===== src/rtl/mem_bus_pkg.sv =====
`default_nettype none
// ============================================================================
// Module      : mem_bus_pkg
// Description : Shared constants for the two-master memory arbiter slice:
//               default bus widths, ROM select bit position and master ids.
// Revision    : 1.0 - initial release
// ============================================================================
package mem_bus_pkg;

    // Default address and data widths.
    localparam int c_def_aw = 8;
    localparam int c_def_dw = 8;

    // Address bit that selects ROM (1) or RAM (0) at the default width.
    // The top module recomputes this as AW-1 for its own AW.
    localparam int c_rom_sel_bit = c_def_aw - 1;

    // Master identifiers; also the encoding of the round-robin pointer.
    localparam logic c_m0 = 1'b0;
    localparam logic c_m1 = 1'b1;

endpackage
`default_nettype wire


===== src/rtl/rr_arb2.sv =====
`default_nettype none
// ============================================================================
// Module      : rr_arb2
// Description : Two-way round-robin arbiter. Grants are combinational from
//               the requests and a registered "last granted" pointer; the
//               pointer moves only on a cycle that actually grants.
// Ports       : clk     - clock
//               rst     - synchronous active-high reset (forces grants low,
//                         pointer to master 1 so master 0 wins first)
//               i_req0  - master 0 request
//               i_req1  - master 1 request
//               o_gnt0  - master 0 granted this cycle
//               o_gnt1  - master 1 granted this cycle
// Revision    : 1.0 - initial release
// ============================================================================
module rr_arb2
    import mem_bus_pkg::*;
(
    input  logic clk,
    input  logic rst,
    input  logic i_req0,
    input  logic i_req1,
    output logic o_gnt0,
    output logic o_gnt1
);

    logic r_last;
    logic w_last_nxt;

    always_ff @(posedge clk) begin
        if (rst) begin
            r_last <= c_m1;
        end else begin
            r_last <= w_last_nxt;
        end
    end

    always_comb begin
        o_gnt0     = 1'b0;
        o_gnt1     = 1'b0;
        w_last_nxt = r_last;
        if (!rst) begin
            if (i_req0 && i_req1) begin
                // Contention: favour whichever master did not win last.
                if (r_last == c_m1) begin
                    o_gnt0 = 1'b1;
                end else begin
                    o_gnt1 = 1'b1;
                end
            end else begin
                o_gnt0 = i_req0;
                o_gnt1 = i_req1;
            end
            if (o_gnt0) begin
                w_last_nxt = c_m0;
            end else if (o_gnt1) begin
                w_last_nxt = c_m1;
            end
        end
    end

endmodule
`default_nettype wire


===== src/rtl/mem_arbiter.sv =====
`default_nettype none
// ============================================================================
// Module      : mem_arbiter
// Description : Shares one single-cycle memory port between a CPU (master 0)
//               and a DMA/loader (master 1). One transaction per cycle,
//               round-robin on contention. The upper address bit maps ROM;
//               writes there are dropped and flagged on rom_wr_err.
// Ports       : clk, reset            - clock, synchronous active-high reset
//               mN_req/we/addr/wdata  - master N request side
//               mN_gnt                - master N granted this cycle (comb.)
//               mN_rdata/mN_rvalid    - registered read data, 1-cycle pulse
//               mem_addr/we/wdata     - shared memory port
//               mem_rdata             - memory read data (comb. from addr)
//               rom_wr_err            - pulse after a suppressed ROM write
// Revision    : 1.0 - initial release
// ============================================================================
module mem_arbiter
    import mem_bus_pkg::*;
#(
    parameter int AW = c_def_aw,
    parameter int DW = c_def_dw
) (
    input  logic          clk,
    input  logic          reset,
    input  logic          m0_req,
    input  logic          m0_we,
    input  logic [AW-1:0] m0_addr,
    input  logic [DW-1:0] m0_wdata,
    output logic          m0_gnt,
    output logic [DW-1:0] m0_rdata,
    output logic          m0_rvalid,
    input  logic          m1_req,
    input  logic          m1_we,
    input  logic [AW-1:0] m1_addr,
    input  logic [DW-1:0] m1_wdata,
    output logic          m1_gnt,
    output logic [DW-1:0] m1_rdata,
    output logic          m1_rvalid,
    output logic [AW-1:0] mem_addr,
    output logic          mem_we,
    output logic [DW-1:0] mem_wdata,
    input  logic [DW-1:0] mem_rdata,
    output logic          rom_wr_err
);

    localparam int c_rom_bit = AW - 1;

    logic          w_gnt0;
    logic          w_gnt1;
    logic          w_we_sel;
    logic          w_rom_hit;
    logic [DW-1:0] r_m0_rdata;
    logic [DW-1:0] r_m1_rdata;
    logic          r_m0_rvalid;
    logic          r_m1_rvalid;
    logic          r_rom_wr_err;

    rr_arb2 u_arb (
        .clk    (clk),
        .rst    (reset),
        .i_req0 (m0_req),
        .i_req1 (m1_req),
        .o_gnt0 (w_gnt0),
        .o_gnt1 (w_gnt1)
    );

    // Address/data default to master 0 so the bus is quiet when idle.
    always_comb begin
        mem_addr  = m0_addr;
        mem_wdata = m0_wdata;
        w_we_sel  = 1'b0;
        if (w_gnt1) begin
            mem_addr  = m1_addr;
            mem_wdata = m1_wdata;
            w_we_sel  = m1_we;
        end else if (w_gnt0) begin
            w_we_sel  = m0_we;
        end
        w_rom_hit = mem_addr[c_rom_bit];
        mem_we    = w_we_sel & ~w_rom_hit;
    end

    always_ff @(posedge clk) begin
        if (reset) begin
            r_m0_rdata   <= '0;
            r_m1_rdata   <= '0;
            r_m0_rvalid  <= 1'b0;
            r_m1_rvalid  <= 1'b0;
            r_rom_wr_err <= 1'b0;
        end else begin
            r_m0_rvalid  <= w_gnt0 & ~m0_we;
            r_m1_rvalid  <= w_gnt1 & ~m1_we;
            r_rom_wr_err <= w_we_sel & w_rom_hit;
            if (w_gnt0 && !m0_we) begin
                r_m0_rdata <= mem_rdata;
            end
            if (w_gnt1 && !m1_we) begin
                r_m1_rdata <= mem_rdata;
            end
        end
    end

    assign m0_gnt     = w_gnt0;
    assign m1_gnt     = w_gnt1;
    assign m0_rdata   = r_m0_rdata;
    assign m1_rdata   = r_m1_rdata;
    // A read returning into a reset cycle is discarded, not delivered.
    assign m0_rvalid  = r_m0_rvalid & ~reset;
    assign m1_rvalid  = r_m1_rvalid & ~reset;
    assign rom_wr_err = r_rom_wr_err;

endmodule
`default_nettype wire


===== config.mk =====
export PLATFORM = sky130hd
export DESIGN_NAME = mem_arbiter
export DESIGN_NICKNAME = d
export VERILOG_FILES = /design/src/rtl/mem_bus_pkg.sv /design/src/rtl/rr_arb2.sv /design/src/rtl/mem_arbiter.sv
export SDC_FILE = /design/constraint.sdc
export NUM_CORES = 1
export LEC_CHECK = 0
export CAP_MARGIN = 15
export CORE_UTILIZATION = 31
export CTS_BUF_LIST = sky130_fd_sc_hd__clkbuf_4 sky130_fd_sc_hd__clkbuf_8
export CTS_CLUSTER_DIAMETER = 80
export DETAILED_ROUTE_END_ITERATION = 16
export PLACE_DENSITY = 0.82
export SLEW_MARGIN = 20
export SYNTH_ARGS = -nofsm -noshare
export SYNTH_HDL_FRONTEND = slang
export SYNTH_HIERARCHICAL = 1
export SYNTH_SLANG_ARGS = --single-unit
export TNS_END_PERCENT = 100

===== constraint.sdc =====
create_clock -name clk -period 2.2 [get_ports clk]
set_input_delay 0.44 -clock clk [delete_from_list [all_inputs] [get_ports clk]]
set_output_delay 0.44 -clock clk [all_outputs]
set_load 0.01 [all_outputs]

# Yosys cells after proc, flatten, opt, wreduce, memory -nomap -nowiden
# Cells that the tools add are included.
# word_totals
regBits,20
inputBits,46
output_inout_bits,38
elab_cells,36
# classes
mux,14
n_bitwise,10
reduce_logical,6
# ops
cell,count
two-way mux 8 bit,2
two-way mux 1 bit,12
AND 1 bit,6
inverter 1 bit,4
logical AND 1 bit,3
zero test 1 bit,2
nonzero test 2 bit,1

# Depth between registers and ports, before layout
# depth
ltp_word,7
mapped_depth,7
ltp_nobuf,5

# Hierarchy
# Netlist, hierarchy kept.
# by_module_without_submodules
mod,n_inst,cells_per_inst,area_per_inst_um2,seq_area_each_um2
mem_arbiter,1,104,930.9,380.4
rr_arb2,1,7,57.6,20.0

# Worst setup path after synthesis
# No wires, ideal clock.
# synth_path
kind,input to output
startpoint,input port m1_req
endpoint,output port mem_we
t_arrival_ns,1.689
t_required_ns,1.760
path_slack_ns,0.071
path_stages,5
path_buffers,1
path_cell_list,inv_1 > a211oi_1 > buf_6 > mux2_4 > nor2_1
# synth_between
elab_chain_len,7
elab_cells_between_ends,12
classes_between,9 x mux; 2 x bitwise; 1 x reduce/logical
# synth_rtl
item,line,rtl
from (decl),mem_arbiter.sv:32,"input logic m1_req,"
logical AND 1 bit,rr_arb2.sv:43,if (i_req0 && i_req1) begin
two-way mux 1 bit (*),rr_arb2.sv:43,
two-way mux 1 bit (*) (2 in series),rr_arb2.sv:42,if (!rst) begin
named net m1_gnt,mem_arbiter.sv:36,"output logic m1_gnt,"
two-way mux 8 bit (*),mem_arbiter.sv:72,if (w_gnt1) begin
named net mem_addr[7],mem_arbiter.sv:39,"output logic [AW-1:0] mem_addr,"
inverter 1 bit (*),mem_arbiter.sv:80,mem_we = w_we_sel & ~w_rom_hit;
AND 1 bit (*),mem_arbiter.sv:80,
to (decl),mem_arbiter.sv:40,"output logic mem_we,"
# The timed path passes the listed nets; every way through them passes the cells marked *. The select of a mux whose other input is x is not followed.

# Worst setup path after layout
# layout_path
startpoint,register u_arb.r_last
endpoint,output port mem_wdata[5]
# layout_between
elab_chain_len,5
# layout_rtl
item,line,rtl
from (decl),rr_arb2.sv:27,logic r_last;
from (signal assigned),rr_arb2.sv:32,r_last <= c_m1;
from (signal assigned),rr_arb2.sv:34,r_last <= w_last_nxt;
two-way mux 1 bit,rr_arb2.sv:45,if (r_last == c_m1) begin
two-way mux 1 bit,rr_arb2.sv:43,
two-way mux 1 bit (2 in series),rr_arb2.sv:42,
two-way mux 8 bit,mem_arbiter.sv:72,
to (decl),mem_arbiter.sv:41,"output logic [DW-1:0] mem_wdata,"
# No other way between the ends. The select of a mux whose other input is x is not followed.

==> impl_metrics.json <==
{
  "power_density_nw_per_um2": 407,
  "drt_wl_total_um": 3530,
  "vias_per_cell": 4.49,
  "die-height_um": 58.5,
  "rrSetupSlack_ns": 0.71,
  "htree_levels": 1,
  "cp_max_fo": 4,
  "yosysWarningCount": 6,
  "seq_area_um2": 404,
  "antennaDiodeCount": 0,
  "portBuffers": 83,
  "maxSlewHeadroom_pct": 77.2,
  "drtPass1Iterations": 4,
  "outcome": "finished, final reports clean",
  "skew_ns": 0.00429,
  "cpMostUsedCell": "buf_6",
  "use_met3_pct": 4.40,
  "critPathSlowestCell": "dfxtp_4",
  "worst_pin_slew_ns": 0.341,
  "yosysSeqAreaShare_pct": 40.5,
  "nFillCells": 233,
  "netlist_instances": 111,
  "power_w": 0.000834,
  "maxSlewViolCount": 0,
  "die_area_um2": 3420,
  "p_seq_share_pct": 45.6,
  "clk_pin_slew_ns": 0.10,
  "whs_ns": 0.462,
  "fin_crit_sh_pct": 99.5,
  "clock_sinks": 20,
  "min_path_type": "reg2reg",
  "required_ns": 1.76,
  "setup_ws_ns": 0.0114,
  "power.switching_w": 0.000208,
  "cts_max_path_buffers": 2,
  "core_area_um2": 3030,
  "num_vias": 1155,
  "crit_type": "reg2out",
  "place.gp.congestion": 0.701,
  "antenna_found_initial": 0,
  "hold_violations": 0,
  "num_rows": 20,
  "layout.nets": 261,
  "min_period_ns": 2.19,
  "clock.fmax_mhz": 457,
  "rsz0062_at_grt": "yes",
  "fin_cells": 257,
  "grt_pass1_wl_um": 5440,
  "top_usage_layer": "met2",
  "ios": 84,
  "die_w_um": 58.5,
  "end_kind": "output port",
  "drtIter0Drc": 32,
  "p_sw_share_pct": 24.9,
  "grtUsageTotal_pct": 21.0,
  "startpoint_type": "flop",
  "p_leak_nw": 0.867,
  "root_buffer": "clkbuf_4",
  "grt_pass1_vias": 1202,
  "placedCellCount": 241,
  "synthDistinctLibCells": 22,
  "drive_gt1_share_pct": 31.5,
  "maxCapViolations": 0,
  "grt_max_degree": 23,
  "globalRouteOverflowTotal": 0,
  "met1_usage_pct": 22.4,
  "avgRoutedWirePerCell_um": 13.7,
  "dp_slack_ns": -0.575,
  "arrival_ns": 1.75,
  "combinationalPowerShare_pct": 34.7,
  "tns_ns": 0,
  "clkPwrFrac_pct": 19.7,
  "cp_cell_sequence": "a211oi_4 > buf_6 > buf_6 > buf_6 > mux2_4 > buf_6",
  "ys_ff_latch": 20,
  "clock_latency_ns": 0.29,
  "route.detailed.drc": 0,
  "irDropWorstVdd_mv": 0.351,
  "start_util_pct": 32.6,
  "avgSynthCellArea_um2": 8.90,
  "area_delta_synth_final_pct": 107,
  "cts_tree": "built",
  "syn_area_um2": 988,
  "slowest_delay_ns": 0.37,
  "ant_nets": 0,
  "cts_buffers": 3,
  "syn_nets": 157,
  "multi_input_area_um2": 542,
  "p_int_w": 0.000627,
  "met2_usage_pct": 40.1,
  "dp.final_hpwl_um": 2660,
  "setup_viol": 0
}
-- cell type report --
class                   count  area share [%]
clock buffers               3            1.10
inverters                   3           0.550
multi-input cells          80            26.5
flip-flops and latches     20            19.7
well taps                  44            2.69
repair buffers            107            49.5
-- per-stage QoR --
step | instance area, µm² | utilization, %
2_1_floorplan | 988 | -
3_3_place_gp | 1920 | 63.3
3_5_place_dp | 1920 | 63.3
4_1_cts | 2020 | 66.8
5_1_grt | 2050 | 67.6
6_report | 2050 | 67.6
-- path summary, 6_finish.rpt --
path | start | to | cells past startpoint
max | u_arb/r_last | mem_wdata[5] | 6
min | m0_rdata[6] | m0_rdata[6] | 2
max reg2reg | u_arb/r_last | rom_wr_err | 7
min reg2reg | m0_rdata[6] | m0_rdata[6] | 2
-- cells by family after synthesis --
family / share of synthesized area, %
and+or+nand+nor: 20.4
AOI/OAI and AO/OA: 10.6
DFF: 40.5
buffers and inverters: 6.46
muxes: 22.0
-- critical path: cells and delay by family, from the launching register on --
family | cells | cell delay [ns]
compound gates | 1 | 0.28
buf+inv | 4 | 0.50
flops | 1 | 0.37
mux | 1 | 0.30
-- cells in the mapped netlist --
master | number | share of area [%]
a21oi_2 | 1 | 0.89
a211o_1 | 1 | 0.89
dfxtp_1 | 20 | 41
mux2_2 | 6 | 6.8
and3b_1 | 1 | 0.89
mux2_4 | 10 | 15
nand2b_1 | 2 | 1.3
clkbuf_2 | 1 | 0.51
nor2b_1 | 4 | 2.5
a211oi_1 | 1 | 0.76
clkbuf_1 | 2 | 0.76
buf_4 | 1 | 0.76
nor3_2 | 1 | 1.0
nand2_1 | 32 | 12
nor3_1 | 1 | 0.51
buf_6 | 2 | 2.3
inv_2 | 1 | 0.38
a21oi_1 | 16 | 8.1
inv_1 | 2 | 0.76
nor2_1 | 3 | 1.1
nor2b_2 | 1 | 0.89
buf_2 | 2 | 1.0
-- cells in the final DEF, fill, tap and decap left out, types with 2 or more instances in the layout --
cell / netlist / routed
nand2b_1: 2 / 2
clkbuf_4: 0 / 3
dfxtp_1: 20 / 19
clkdlybuf4s15_1: 0 / 3
nand2_1: 32 / 32
inv_2: 1 / 2
mux2_4: 10 / 10
buf_4: 1 / 18
buf_6: 2 / 14
dlymetal6s2s_1: 0 / 2
mux2_2: 6 / 6
nor3_2: 1 / 2
clkbuf_2: 1 / 3
nor2_1: 3 / 3
clkdlybuf4s50_1: 0 / 61
a21oi_1: 16 / 16
nor2b_1: 4 / 4
buf_2: 2 / 4
-- repair_timing --
| action | in CTS | in global routing |
|---|---|---|
| setup buffers | 14 | 0 |
| cloned | 1 | 0 |
| pin swaps | 1 | 2 |
| hold buffers | 0 | 0 |
| gates resized for setup | 70 | 20 |
| endpoints found under the setup margin | 21 | 21 |
-- power groups by stage --
stage | clock network (W) | registers (W) | logic [W]
6_report | 0.000164 | 0.000380 | 0.000290
5_1_grt | 0.000185 | 0.000382 | 0.000307
4_1_cts | 0.000165 | 0.000380 | 0.000278
3_5_place_dp | 0 | 0.000389 | 0.000271
3_3_place_gp | 0 | 0.000388 | 0.000264
2_1_floorplan | 0 | 0.000391 | 0.0000927
-- layer usage --
layer	share of wire [%]	up-vias	wire (µm)
met3	3.4	12	120
met5	0	-	0
met1	37	535	1310
met4	3.6	0	127
li1	-	569	-
met2	56	39	1960
-- sequential cells by signal, summed over array words and instances, names as in the netlist --
name and count:
r_m1_rvalid 1, m0_rdata 8, r_m0_rvalid 1, rom_wr_err 1, u_arb/r_last 1, m1_rdata 8
No activity file was read; power rests on OpenSTA's default activity.
